File: src/rtl/f1_reaction_timer.sv
// Reaction timer for the F1 start-light game: arms on a light sequence, times the
// button press after lights out. Optional best-time tracking via F1_BEST_TIME_EN.
module f1_reaction_timer #(
  parameter int CNT_W  = 16,
  parameter int MAX_MS = 9999
) (
  input  logic             clk,
  input  logic             rst,
  input  logic             tick,
  input  logic [7:0]       lights,
  input  logic             btn,
  output logic [CNT_W-1:0] reaction_ms,
  output logic             time_valid,
  output logic             jump_start,
  output logic             timeout,
`ifdef F1_BEST_TIME_EN
  output logic [CNT_W-1:0] best_ms,
`endif
  output logic             timing
);

  typedef enum logic [2:0] {IDLE, ARMED, RUNNING, DONE, FOUL} state_t;

  localparam logic [CNT_W-1:0] MAX_C = CNT_W'(MAX_MS);

  state_t           state_q, state_d;
  logic [CNT_W-1:0] count_q, count_d;
  logic [CNT_W-1:0] result_q, result_d;
  logic             timeout_q, timeout_d;
  logic [7:0]       lights_q;
  logic             btn_q;
  logic             press, start, lights_out;

  function automatic logic [CNT_W-1:0] sat_inc(input logic [CNT_W-1:0] v);
    return (v >= MAX_C) ? MAX_C : v + CNT_W'(1);
  endfunction

  assign press      = btn & ~btn_q;
  assign start      = (lights_q == 8'h00) & (lights != 8'h00);
  assign lights_out = (lights_q == 8'hFF) & (lights == 8'h00);

  always_comb begin
    state_d   = state_q;
    count_d   = count_q;
    result_d  = result_q;
    timeout_d = timeout_q;
    case (state_q)
      IDLE: if (start) state_d = ARMED;
      ARMED: begin
        if (press) begin
          state_d  = FOUL;
          result_d = '0;
        end else if (lights_out) begin
          state_d = RUNNING;
          count_d = '0;
        end else if ((lights == 8'h00) && (lights_q != 8'hFF)) begin
          state_d = IDLE;
        end
      end
      RUNNING: begin
        // A press wins over a tick arriving in the same cycle.
        if (press) begin
          state_d  = DONE;
          result_d = count_q;
        end else if (tick) begin
          count_d = sat_inc(count_q);
          if (sat_inc(count_q) == MAX_C) begin
            state_d   = DONE;
            result_d  = MAX_C;
            timeout_d = 1'b1;
          end
        end
      end
      DONE, FOUL: begin
        if (start) begin
          state_d   = ARMED;
          result_d  = '0;
          timeout_d = 1'b0;
        end
      end
      default: state_d = IDLE;
    endcase
  end

  always_ff @(posedge clk) begin
    if (rst) begin
      state_q   <= IDLE;
      count_q   <= '0;
      result_q  <= '0;
      timeout_q <= 1'b0;
      lights_q  <= 8'h00;
      btn_q     <= 1'b0;
    end else begin
      state_q   <= state_d;
      count_q   <= count_d;
      result_q  <= result_d;
      timeout_q <= timeout_d;
      lights_q  <= lights;
      btn_q     <= btn;
    end
  end

`ifdef F1_BEST_TIME_EN
  logic [CNT_W-1:0] best_q, best_d;

  // Only genuine presses (not timeouts) can improve the record.
  always_comb begin
    best_d = best_q;
    if ((state_q == RUNNING) && (state_d == DONE) && !timeout_d && (result_d < best_q))
      best_d = result_d;
  end

  always_ff @(posedge clk) begin
    if (rst) best_q <= '1;
    else     best_q <= best_d;
  end

  assign best_ms = best_q;
`endif

  assign reaction_ms = result_q;
  assign time_valid  = (state_q == DONE);
  assign jump_start  = (state_q == FOUL);
  assign timing      = (state_q == RUNNING);
  assign timeout     = timeout_q;

endmodule

File: config.mk
export PLATFORM = sky130hd
export DESIGN_NAME = f1_reaction_timer
export DESIGN_NICKNAME = d
export VERILOG_FILES = /design/src/rtl/f1_reaction_timer.sv
export SDC_FILE = /design/constraint.sdc
export NUM_CORES = 1
export LEC_CHECK = 0
export ABC_AREA = 1
export BUFFER_PORTS_ARGS = -buffer_cell sky130_fd_sc_hd__clkbuf_2
export CORE_ASPECT_RATIO = 1.75
export CORE_MARGIN = 10
export CORE_UTILIZATION = 52
export CTS_CLUSTER_DIAMETER = 80
export DETAILED_ROUTE_END_ITERATION = 10
export PLACE_DENSITY = 0.72
export SLEW_MARGIN = 40
export SYNTH_ARGS = -nofsm -noshare
export SYNTH_HDL_FRONTEND = slang
export SYNTH_SLANG_ARGS = --single-unit
File: constraint.sdc
create_clock -name clk -period 1.9 [get_ports clk]
set_clock_uncertainty 0.05 [all_clocks]
set_input_delay 0.095 -clock clk [delete_from_list [all_inputs] [get_ports clk]]
set_output_delay 0.095 -clock clk [all_outputs]
set_load 0.01 [all_outputs]
* Yosys cells after proc, flatten, opt, wreduce, memory -nomap -nowiden
Index checks and enable logic that the tools add are counted.
Storage, ports and cells: bits in registers 45
Cells by class: add/subtract/negate cells 1, magnitude comparators 1, equality and inequality tests 18, multiplexer cells 25, bitwise operators 4, reduce and logical (&&, ||, !) cells 14
Operator list (count):
- 2-to-1 mux 16 bit | 10
- case mux 16 bit (3 select lines) | 1
- case mux 16 bit (2 select lines) | 1
- 2-to-1 mux 3 bit | 7
- adder 16 x 1 -> 16 bit, second input constant | 1
- equality test 16 x 14 -> 1 bit, second input constant | 1
- greater-or-equal comparator 16 x 14 -> 1 bit, second input constant | 1
- zero test 8 bit | 2
- AND reduction 5 bit | 3
- != test 2 bit, second input constant | 6
- case mux 3 bit (3 select lines) | 1
- equality test 8 bit, second input constant | 1
- != test 8 bit, second input constant | 1
- nonzero test 8 bit | 1
- equality test 3 x 2 -> 1 bit, second input constant | 2
- 2-to-1 mux 1 bit | 4
- != test 2 x 1 -> 1 bit, second input constant | 2
- != test 4 bit, second input constant | 1
- AND reduction 4 bit | 1
- nonzero test 2 bit | 2
- bitwise AND 1 bit | 3
- equality test 3 x 1 -> 1 bit, second input constant | 1
- equality test 3 bit, second input constant | 1
- zero test 3 bit | 1
- 8 further kinds | 8

* Logic depth before layout (Yosys ltp)
Gate-level depths: netlist (run 1).
depth after elaboration 7, mapped depth 15, depth with buffers taken out 14

* Worst setup path before layout (run 1)
OpenSTA, ideal clock, no wires.
path kind reg2reg, start reg count_q[1], end reg state_q[0], library setup time 0.115 ns, arrival 1.743 ns, setup slack -0.008 ns, stages on the path, launching flop included 16, path buffers 1, period minus slack after synthesis 1.908 ns, path through dfxtp_1 > ha_1 > nand2_1 > nor2_4 > nor2_1 > nor2_2 > nor2_4 > o21ai_1 > nand2_1 > nor2_2 > nand3_2 > nand2_4 > buf_6 > nand3_1 > nand2_1 > nor2_1
Between the ends: longest elaborated chain between the ends 5, elaborated cells between the ends (all ways) 6, those cells by class add/sub: 1; order compare: 1; eq/ne: 2; mux: 1; reduce/logical: 1
RTL lines:
- from (decl) | RTL line 27 | logic [CNT_W-1:0] count_q, count_d;
- from (signal assigned) | RTL line 95 | count_q <= count_d;
- adder 16 x 1 -> 16 bit or greater-or-equal comparator 16 x 14 -> 1 bit (tied branches) | RTL line 35 | return (v >= MAX_C) ? MAX_C : v + CNT_W'(1);
- 2-to-1 mux 16 bit * | RTL line 35
- equality test 16 x 14 -> 1 bit * | RTL line 67 | if (sat_inc(count_q) == MAX_C) begin
- != test 3 x 1 -> 1 bit (no line) *
- AND reduction 4 bit (no line) *
- to (signal assigned) | RTL line 94 | state_q <= state_d;
- to (decl) | RTL line 26 | state_t state_q, state_d;
Mark *: on every way between the ends. The rest lies on a longest branch, timed or not. A chain may end at the register's enable or synchronous reset.

* Final worst setup path (run 1)
start reg count_q[0], end reg timeout_q, in the netlist timeout
Between the ends: longest elaborated chain between the ends 5, elaborated cells between the ends (all ways) 6, those cells by class add/sub: 1; order compare: 1; eq/ne: 2; mux: 1; reduce/logical: 1
RTL lines:
- adder 16 x 1 -> 16 bit or greater-or-equal comparator 16 x 14 -> 1 bit (tied branches) | RTL line 35
- 2-to-1 mux 16 bit * | RTL line 35
- equality test 16 x 14 -> 1 bit * | RTL line 67
- != test 2 x 1 -> 1 bit (no line) *
- AND reduction 5 bit (no line) *
- to (signal assigned) | RTL line 97 | timeout_q <= timeout_d;
- to (decl) | RTL line 29 | logic timeout_q, timeout_d;
Marks and branches as above.

==> reports/results.tsv, run 1 <==
stage	metric	value	unit
setup_path	worstPathArrival	2.24	ns
setup_path	critPathTopFamily	simple AND/OR/NAND/NOR gates	
outcome	outcome	finished with violations	
placed_design	routabilityCongestion	0.9921	
floorplan	ios	32	
power_and_ir_drop	power_frac_seq	36.8	%
power_and_ir_drop	power.density	920.5	nW/um2
detailed_routing	firstDrtPassIters	4	
layout	nNetsFinal	479	
synth	synth.top_cell.area_share	37.02	%
setup_path	critical_path.max_fanout	4	
timing	drv_slew	0	
grt	grt_start_max_net_pins	26	
timing	hold_viol	0	
cts	max-clock-path-buffers	2	
setup_path	worstPathRequired	2.04	ns
detailed_routing	finalWirelength	7.138	mm
detailed_routing	drtAntennaViolNets	0	
cts	cts_tree	built	
synth	synth_cell_types	30	
synth	ys_ff_latch	45	
grt	grt_pass1_vias	2661	
placed_design	io_buffers	31	
cts	htreeDepth	2	
setup_path	rr_startpoint	count_q[0]	
timing	worst_slew_pin_slew	0.4979	ns
timing	finalCritPeriodShare	110.1	%
setup_path	start_kind	flop	
floorplan	rows	32	
setup_path	path_cells	ha_4 > nand3_4 > buf_6 > xor2_1 > inv_1 > o21ai_1 > nand2_1 > nor2_4 > nand3_4 > buf_4 > nand2_1 > nand3_1 > nand2_1 > nor2_1	
worst_hold_path	hold_path_class	in2reg	
power_and_ir_drop	ir_drop	0.7323	mV
timing	setup_slack	-0.1928	ns
synth	yosys_warnings	0	
power_and_ir_drop	p_sw_share	37.01	%
worst_hold_path	whs_path_depth	3	
setup_path	r2r_end	timeout	
cts	clkTransAtPathRegs	0.09	ns
setup_path	cp_num_buf_inv	3	
timing	setup_viol	20	
outcome	violations	negative setup slack	
layout	final_cell_mix	nand2_1 (84), buf_4 (50), nor2_1 (44), inv_1 (41), dfxtp_1 (39)	
detailed_routing	drt-vias-per-instance	5.435	
timing	fmaxAchievable	477.8	MHz
layout	drive_above_1_share	30.69	%
timing	holdWs	0.2003	ns
power_and_ir_drop	combPwrFrac	40.5	%
setup_path	reg2reg_slack	-0.19	ns
flow_run	maxCapViolCount	0	
layout	final_common_cell	nand2_1	
grt	grt_pass1_wl	11.67	mm
timing	rsz0062_at_grt	true	
layout	areaGrowthSynthToFinish	38.15	%
power_and_ir_drop	clkPwrFrac	22.7	%
cts	numClockSinks	45	
synth	synth_nets	387	
synth	syn-cell-area	2434	um2
setup_path	critical-path-slowest-cell	dfxtp_2	
synth	synth_area_leaders	dfxtp_1 (37%), nand2_1 (13%), a21oi_1 (9.3%)	
synth	synthCells	374	
timing	fin_crit	2.093	ns
setup_path	rr_worst_depth	14	
layout	diodes	0	
grt	antenna_found_initial	0	
setup_path	criticalPathCategory	reg2reg	
placed_design	post-dp-hpwl	5.113	mm
cts	cts_buffers	5	
cts	cts_root_buffer	clkbuf_8	
floorplan	die_h	110.5	um
detailed_routing	drc	0	
setup_path	critPathMaxStageDelay	0.37	ns
power_and_ir_drop	switching_power	0.001145	W
power_and_ir_drop	p_leak	1.506	nW
worst_hold_path	holdCritStartpoint	rst	
timing	setup_tns	-2.468	ns
synth	synth_top_cell_by_area	dfxtp_1	
power_and_ir_drop	p_int	0.001949	W
detailed_routing	avgRoutedWirePerCell	13.81	um
grt	grt_usage	17.49	%
synth	synth.avg_cell_area	6.507	um2
cts	clock_latency	0.30	ns
layout	nFillCells	375	
floorplan	core-area	4484	um2
detailed_routing	drt_iter0_drc	157	
floorplan	dieArea	7925	um2
floorplan	die_width	71.72	um
synth	yosysSeqAreaShare	37.02	%
setup_path	end_kind	flop	
setup_path	critPathMostFrequentCell	nand2_1	
grt	globalRoute.totalOverflow	0	
worst_hold_path	worstHoldEndpoint	lights_q[5]	
timing	max_slew_margin	66.77	%
floorplan	initial_core_util	54.27	%
detailed_routing	vias	2810	
==> registers in the layout, summed over array words and instances, names as in the netlist <==
register	count
count_q	16
lights_q	8
btn_q	1
timeout	1
reaction_ms	16
state_q	3
==> final cells by class <==
class	count	area (um2)	share of cell area, %
Clock buffer	5	68.82	2.047
Clock inverter	2	35.03	1.042
Multi-Input combinational cell	271	1416	42.13
Tap cell	51	63.81	1.898
Sequential cell	45	913.4	27.17
Inverter	47	176.4	5.247
Timing Repair Buffer	96	688.2	20.47
==> worst reg2reg max path, delay by kind of cell (launching register included) <==
| kind | cells | cell delay (ns) |
|---|---|---|
| buffers and inverters | 3 | 0.36 |
| flip-flops | 1 | 0.37 |
| AO/OA/AOI/OAI | 1 | 0.14 |
| AND/OR/NAND/NOR | 8 | 0.75 |
| adder cells (fa/ha/maj) | 1 | 0.19 |
| XOR/XNOR | 1 | 0.14 |
==> power groups by stage <==
stage | clock, W | sequential (W) | combinational (W)
floorplan | 0 | 0.00120 | 0.000740
global placement | 0 | 0.00116 | 0.00110
detailed placement | 0 | 0.00116 | 0.00112
CTS | 0.000706 | 0.00114 | 0.00119
global route | 0.000746 | 0.00115 | 0.00144
finish | 0.000703 | 0.00114 | 0.00125
==> Yosys cell counts (all sizes together) <==
cell type and count:
nand2 91, nor2 55, a21oi 47, inv 47, dfxtp 45, nand3 30, o21ai 21, nand4 9
buf 8, nor3 5, clkbuf 4, nor4 2, o211ai 2, o22ai 2, xor2 2, ha 1
nand3b 1, or2 1, xnor2 1
==> cell families (layout without fill, tap and decap cells) <==
kind of cell	Yosys count	in the layout	share of synthesized area [%]
compound gates	72	72	15.42
buf+inv	59	150	10.08
fa+ha+maj	1	1	0.5141
simple gates	194	195	35.89
xor+xnor	3	3	1.080
flops	45	45	37.02
==> through the flow <==
| stage | util [%] | cell area, um2 | power (W) | setup slack, ns | instances |
|---|---|---|---|---|---|
| 2_1_floorplan | - | 2436 | 0.001943 | 0.005136 | 374 |
| 3_3_place_gp | 65.71 | 2947 | 0.002254 | -0.1024 | 492 |
| 3_5_place_dp | 65.71 | 2947 | 0.002280 | -0.1626 | 492 |
| 4_1_cts | 72.35 | 3244 | 0.003032 | -0.05915 | 512 |
| 5_1_grt | 74.97 | 3362 | 0.003340 | -0.2679 | 517 |
| 6_report | 74.97 | 3362 | 0.003095 | -0.1928 | 517 |
==> how the worst max path moves through the flow <==
stage                          start              end  slack [ns]  depth (start not counted)
after floorplan           count_q[1]       state_q[0]       0.005                         15
after global placement    count_q[0]  reaction_ms[15]       -0.10                         13
after detailed placement  count_q[0]   reaction_ms[1]       -0.16                         12
after CTS                 count_q[0]  reaction_ms[15]       -0.06                         14
after global routing      count_q[0]   reaction_ms[6]       -0.27                         13
final                     count_q[0]          timeout       -0.19                         14
==> routing by layer <==
metal / global-route usage (%) / vias to the layer above / routed length [um] / share of wire (%)
li1: - / 1401 / - / -
met1: 17.04 / 1279 / 2530 / 35
met2: 32.84 / 100 / 3916 / 55
met3: 3.671 / 30 / 398 / 5.6
met4: 8.150 / 0 / 293 / 4.1
met5: 0 / - / 0 / 0
==> timing repair <==
item / CTS / global route
buffers inserted: 3 / 5
setup endpoints to repair: 20 / 36
pin swaps: 4 / 20
resized for setup: 20 / 21
hold endpoints to repair: 9 / 0
gates cloned: 1 / 0
hold buffers: 9 / 0
Note: power is estimated with default switching activity, not from simulation.
==> inputs of run 2 (changes only) <==
- BUFFER_PORTS_ARGS: -buffer_cell sky130_fd_sc_hd__clkbuf_2 -> unset
- CORE_UTILIZATION: 52 -> 57
- DONT_BUFFER_PORTS: unset -> 1
- PLACE_DENSITY: 0.72 -> 0.71
==> run 2 against run 1 <==
Against the previous run: power down 3.3%; largest cell class unchanged; clock-buffer cell count unchanged; critical path depth down 1; global-route usage up 0.78 points; the run still ends with negative setup slack left; sequential power up 5%; clock power about the same; largest power group is now sequential cells; register-to-register slack better by 0.11 ns; worst setup slack better by 0.11 ns; cell count down 7.0%; worst hold slack worse by 0.043 ns; first-iteration DRC count up 16%; routed wire length down 2.6%.
==> reports/results.tsv, run 2 (synthesis gave the netlist of run 1 again) <==
stage	metric	value	unit	change
layout	drive_above_1_share	27.78	%	-2.9 points
floorplan	core-area	4150	um2	-7.4%
setup_path	rr_worst_depth	13		-1
worst_hold_path	whs_path_depth	3		unchanged
placed_design	post-dp-hpwl	4.877	mm	-4.6%
detailed_routing	avgRoutedWirePerCell	14.46	um	+4.7%
timing	finalCritPeriodShare	104.2	%	-5.9 points
worst_hold_path	worstHoldEndpoint	state_q[2]		
detailed_routing	vias	2614		-7.0%
grt	globalRoute.totalOverflow	0		unchanged
placed_design	dpl_cell_area	2781	um2	-5.6%
cts	cts_root_buffer	clkbuf_8		
power_and_ir_drop	power_frac_seq	40.0	%	+3.2 points
layout	final_cell_mix	nand2_1 (83), buf_4 (46), inv_1 (41), dfxtp_1 (39)		
grt	antenna_found_initial	0		unchanged
outcome	outcome	finished with violations		
floorplan	initial_core_util	58.64	%	+4.4 points
floorplan	die_width	69.40	um	-3.2%
detailed_routing	drt_iter0_drc	182		+16%
worst_hold_path	hold_path_class	in2reg		
cts	cts_tree	built		
cts	cts_buffers	5		unchanged
detailed_routing	drt-vias-per-instance	5.435		about the same
timing	hold_viol	0		unchanged
cts	max-clock-path-buffers	2		unchanged
power_and_ir_drop	switching_power	0.001112	W	-2.9%
layout	nNetsFinal	445		-7.1%
setup_path	end_kind	flop		
layout	areaGrowthSynthToFinish	32.65	%	
setup_path	criticalPathCategory	reg2reg		
detailed_routing	drc	0		unchanged
cts	clock_latency	0.29	ns	about the same
setup_path	critical-path-slowest-cell	dfxtp_1		
setup_path	worstPathRequired	2.05	ns	about the same
timing	fmaxAchievable	505.0	MHz	+5.7%
timing	setup_slack	-0.08016	ns	+0.1127 ns
cts	numClockSinks	45		unchanged
cts	clkTransAtPathRegs	0.09	ns	about the same
setup_path	critPathMaxStageDelay	0.34	ns	-0.03 ns
power_and_ir_drop	ir_drop	0.8174	mV	+12%
layout	final_common_cell	nand2_1		
timing	max_slew_margin	67.04	%	+0.27 points
cts	htreeDepth	2		unchanged
placed_design	io_buffers	0		-100%
grt	grt_pass1_vias	2498		-6.1%
placed_design	routabilityCongestion	0.9508		-4.2%
power_and_ir_drop	clkPwrFrac	23.5	%	+0.8 points
setup_path	critPathTopFamily	simple AND/OR/NAND/NOR gates		
timing	fin_crit	1.980	ns	-0.1127 ns
power_and_ir_drop	p_sw_share	37.18	%	+0.17 points
grt	grt_start_max_net_pins	26		unchanged
grt	grt_pass1_wl	11.43	mm	-2.1%
power_and_ir_drop	p_int	0.001879	W	-3.6%
timing	setup_viol	20		unchanged
timing	rsz0062_at_grt	true		
floorplan	die_h	106.4	um	-3.7%
grt	grt_usage	18.27	%	+0.78 points
floorplan	dieArea	7386	um2	-6.8%
setup_path	cp_num_buf_inv	3		unchanged
setup_path	worstPathArrival	2.13	ns	-0.11 ns
flow_run	maxCapViolCount	0		unchanged
floorplan	ios	32		unchanged
setup_path	r2r_end	reaction_ms[4]		
layout	diodes	0		unchanged
detailed_routing	drtAntennaViolNets	0		unchanged
setup_path	path_cells	inv_2 > nand2_1 > a21oi_2 > inv_2 > nor2_4 > o21ai_2 > nand2_2 > nor2_4 > nand3_4 > nand2_4 > buf_6 > a21oi_1 > nor2_1		
power_and_ir_drop	combPwrFrac	36.4	%	-4.1 points
timing	drv_slew	0		unchanged
worst_hold_path	holdCritStartpoint	rst		
setup_path	start_kind	flop		
setup_path	critical_path.max_fanout	5		+1
power_and_ir_drop	power.density	926.7	nW/um2	+0.67%
setup_path	rr_startpoint	count_q[11]		
detailed_routing	firstDrtPassIters	4		unchanged
timing	worst_slew_pin_slew	0.4938	ns	-0.004099 ns
placed_design	place_ws	-0.1506	ns	+0.01194 ns
floorplan	rows	31		-3.1%
layout	final_area	3228	um2	-4.0%
detailed_routing	finalWirelength	6.955	mm	-2.6%
power_and_ir_drop	p_leak	1.362	nW	-9.5%
setup_path	reg2reg_slack	-0.08	ns	+0.11 ns
outcome	violations	negative setup slack		
[run 2: cell types whose count changed in the layout (fill, tap and decap cells not counted), sizes merged]
cell    delta
clkbuf    -31
buf        -4
nand2      +1
[run 2: power groups by stage]
stage               registers, W  logic [W]  clock network (W)
floorplan                0.00120   0.000740                  0
global placement         0.00122   0.000937                  0
detailed placement       0.00122   0.000957                  0
CTS                      0.00120    0.00101           0.000713
global route             0.00121    0.00124           0.000735
finish                   0.00120    0.00109           0.000704
[run 2: cell type report]
class                      count  area (um2)
inverter                      47       178.9
multi-input combinational    272        1476
clock inverter                 2       35.03
clock buffer                   5       68.82
timing repair buffer          61       496.7
sequential                    45       910.9
fill                         324       922.1
tap                           49       61.31
[run 2: through the flow]
step	util (%)	cells	power (W)	TNS, ns	hold slack, ns
finish	77.78	481	0.002991	-0.9731	0.1577
global route	77.78	481	0.003185	-3.752	0.1924
CTS	74.43	479	0.002925	-1.290	0.1587
detailed placement	67.02	458	0.002179	-2.430	0.1202
global placement	67.02	458	0.002156	-1.986	0.1185
floorplan	-	374	0.001943	0	0.1698
[run 2: routing by layer]
metal	track usage [%]	up-vias	part of all wire (%)
met3	3.818	29	4.2
met4	9.827	0	4.7
met5	0	-	0
met2	34.58	78	53
met1	17.81	1182	38
li1	-	1325	-
[run 2: worst max-delay path by stage]
stage / from / end / slack [ns] / cells past startpoint
final: count_q[11] / reaction_ms[4] / -0.08 / 13
after global routing: count_q[1] / reaction_ms[15] / -0.21 / 14
after CTS: count_q[1] / reaction_ms[14] / -0.09 / 13
after detailed placement: count_q[5] / reaction_ms[7] / -0.15 / 13
after global placement: count_q[5] / reaction_ms[4] / -0.14 / 13
after floorplan: count_q[1] / state_q[0] / 0.005 / 15
[run 2: timing repair]
action / in CTS / in global routing
hold endpoints to repair: 25 / 0
buffers inserted: 2 / 2
pin swaps: 11 / 18
gates cloned: 2 / 0
resized for setup: 20 / 34
hold buffers: 10 / 0
endpoints found under the setup margin: 20 / 20
[run 2: worst min-delay path, delay by kind of cell]
family | cells | cell delay, ns
buffers and inverters | 1 | 0.20
AND/OR/NAND/NOR | 2 | 0.17
==> inputs of run 3 (changes only) <==
- CORE_UTILIZATION: 57 -> 50
- PLACE_DENSITY: 0.71 -> 0.64
==> run 3 against run 2 <==
Against the previous run: the flow still finishes with violations (negative setup slack); power rose by 2.0%; global-route usage shrank 0.65 points; worst setup slack got worse by 0.014 ns; worst hold slack better by 0.0040 ns; cell area grew 0.74%; critical path type unchanged; critical endpoint is now timeout.
==> reports/results.tsv, run 3 (synthesis gave the netlist of run 1 again) <==
stage	metric	value	unit	change
floorplan	rows	33		+6.5%
detailed_routing	avgRoutedWirePerCell	14.66	um	+1.4%
setup_path	criticalPathCategory	reg2reg		
setup_path	path_cells	ha_4 > nand3_1 > o21ai_1 > nand2_1 > o21ai_1 > nand2_1 > nor2_2 > nand3_4 > buf_6 > nand2_4 > nand3_2 > nand2_1 > nor2_1		
setup_path	critPathMaxStageDelay	0.37	ns	+0.03 ns
setup_path	end_kind	flop		
timing	setup_slack	-0.09379	ns	-0.01364 ns
timing	setup_tns	-1.465	ns	-0.4920 ns
timing	setup_viol	20		unchanged
placed_design	dpl_cell_area	2780	um2	about the same
worst_hold_path	hold_path_class	in2reg		
placed_design	place_ws	-0.1499	ns	+0.0007590 ns
floorplan	die_width	72.74	um	+4.8%
layout	areaGrowthSynthToFinish	33.62	%	
setup_path	critical_path.max_fanout	4		-1
grt	grt_pass1_vias	2588		+3.6%
detailed_routing	drc	0		unchanged
layout	finalNonFillerCells	485		+0.83%
setup_path	rr_worst_depth	13		unchanged
layout	nFillCells	432		+33%
layout	drive_above_1_share	28.64	%	+0.86 points
detailed_routing	firstDrtPassIters	4		unchanged
layout	final_common_cell	nand2_1		
timing	finalCritPeriodShare	104.9	%	+0.72 points
outcome	violations	negative setup slack		
floorplan	core-area	4707	um2	+13%
cts	cts_buffers	5		unchanged
timing	fmaxAchievable	501.6	MHz	-0.68%
cts	htreeDepth	2		unchanged
detailed_routing	vias	2618		+0.15%
placed_design	dp.cells	457		-0.22%
setup_path	critPathLaunch	count_q[0]		
layout	diodes	0		unchanged
cts	clock_latency	0.30	ns	about the same
outcome	outcome	finished with violations		
cts	clkTransAtPathRegs	0.09	ns	about the same
setup_path	worstPathRequired	2.05	ns	about the same
grt	grt_start_max_net_pins	26		unchanged
timing	rsz0062_at_grt	true		
layout	final_cell_mix	nand2_1 (83), buf_4 (47), inv_1 (40), nor2_1 (40), dfxtp_1 (37)		
setup_path	critical-path-slowest-cell	dfxtp_2		
floorplan	dieArea	8167	um2	+11%
detailed_routing	finalWirelength	7.111	mm	+2.2%
floorplan	die_h	112.3	um	+5.5%
layout	nNetsFinal	446		+0.22%
setup_path	critPathMostFrequentCell	nand2_1		
flow_run	maxCapViolCount	0		unchanged
floorplan	initial_core_util	51.70	%	-6.9 points
detailed_routing	drt_iter0_drc	162		-11%
power_and_ir_drop	ir_drop	0.8855	mV	+8.3%
setup_path	start_kind	flop		
setup_path	endpoint	timeout		
cts	cts_tree	built		
setup_path	rr_startpoint	count_q[0]		
placed_design	post-dp-hpwl	4.987	mm	+2.2%
timing	hold_viol	0		unchanged
grt	globalRoute.totalOverflow	0		unchanged
grt	grt_usage	17.63	%	-0.65 points
timing	drv_slew	0		unchanged
timing	fin_crit	1.994	ns	+0.01364 ns
power_and_ir_drop	power.density	938.1	nW/um2	+1.2%
floorplan	ios	32		unchanged
cts	max-clock-path-buffers	2		unchanged
timing	worst_slew_pin_slew	0.4988	ns	+0.005029 ns
setup_path	reg2reg_slack	-0.09	ns	about the same
power_and_ir_drop	p_leak	1.353	nW	-0.67%
setup_path	r2r_end	timeout		
placed_design	io_buffers	0		unchanged
layout	final_area	3252	um2	+0.74%
cts	numClockSinks	45		unchanged
setup_path	worstPathArrival	2.14	ns	about the same
grt	grt_pass1_wl	11.71	mm	+2.5%
detailed_routing	drt-vias-per-instance	5.398		-0.67%
cts	cts_root_buffer	clkbuf_8		
detailed_routing	drtAntennaViolNets	0		unchanged
timing	max_slew_margin	66.71	%	-0.34 points
layout	finish.utilization	69.09	%	-8.7 points
placed_design	routabilityCongestion	0.9223		-3.0%
grt	antenna_found_initial	0		unchanged
==> run 3: cell types whose count changed in the layout (fill, tap and decap cells not counted), moves of 2 or more <==
cell     delta
nor2_4      -2
buf_12      +2
nor2_1      +2
dfxtp_4     +2
dfxtp_1     -2
a21oi_1     -3
o21ai_1     +3
o21ai_2     -2
nand2_4     -3
a21oi_2     +3
inv_2       +2
==> run 3: per-layer routing <==
layer	GRT usage [%]	vias to the layer above	routed length [um]
met4	10.05	0	402
met2	32.23	80	3807
met3	3.792	39	359
li1	-	1335	-
met1	17.20	1164	2542
met5	0	-	0
==> run 3: cell type report <==
type                    instances  area (um2)  area share, %
clock inverters                 2       35.03          1.077
well taps                      52       65.06          2.001
inverters                      47       176.4          5.425
repair buffers                 63       533.0          16.39
multi-input cells             271        1455          44.75
clock buffers                   5       68.82          2.116
flip-flops and latches         45       918.4          28.24
==> run 3: critical path: cells and delay by family (launching register included) <==
kind	cells	cell delay, ns
simple gates	9	0.83
flops	1	0.37
compound gates	2	0.31
fa+ha+maj	1	0.17
buf+inv	1	0.15
==> run 3: worst min path at each step <==
stage	to	cells after the start	start	slack (ns)
after floorplan	lights_q[2]	2	lights[2]	0.17
after global placement	count_q[6]	1	rst	0.12
after detailed placement	count_q[6]	1	rst	0.12
after CTS	state_q[1]	3	rst	0.15
after global routing	reaction_ms[12]	3	rst	0.18
final	reaction_ms[11]	3	rst	0.16
==> run 3: metrics by stage <==
stage               hold slack [ns]  power [W]
global route                 0.1794   0.003289
finish                       0.1616   0.003050
detailed placement           0.1218   0.002216
floorplan                    0.1698   0.001943
CTS                          0.1477   0.002991
global placement             0.1198   0.002196
==> run 3: timing repair <==
item / in CTS / in global routing
endpoints found under the setup margin: 20 / 26
gates resized for setup: 23 / 30
gates cloned: 1 / 0
hold endpoints to repair: 25 / 0
hold buffers: 10 / 0
pin swaps: 18 / 16
setup buffers: 7 / 4
==> run 3: power by group <==
| group | internal (W) | leakage [nW] | switching (W) |
|---|---|---|---|
| logic | 0.000449 | 0.926 | 0.000698 |
| clock network | 0.000382 | 0.0540 | 0.000326 |
| registers | 0.00107 | 0.373 | 0.000126 |
| total | 0.00190 | 1.35 | 0.00115 |
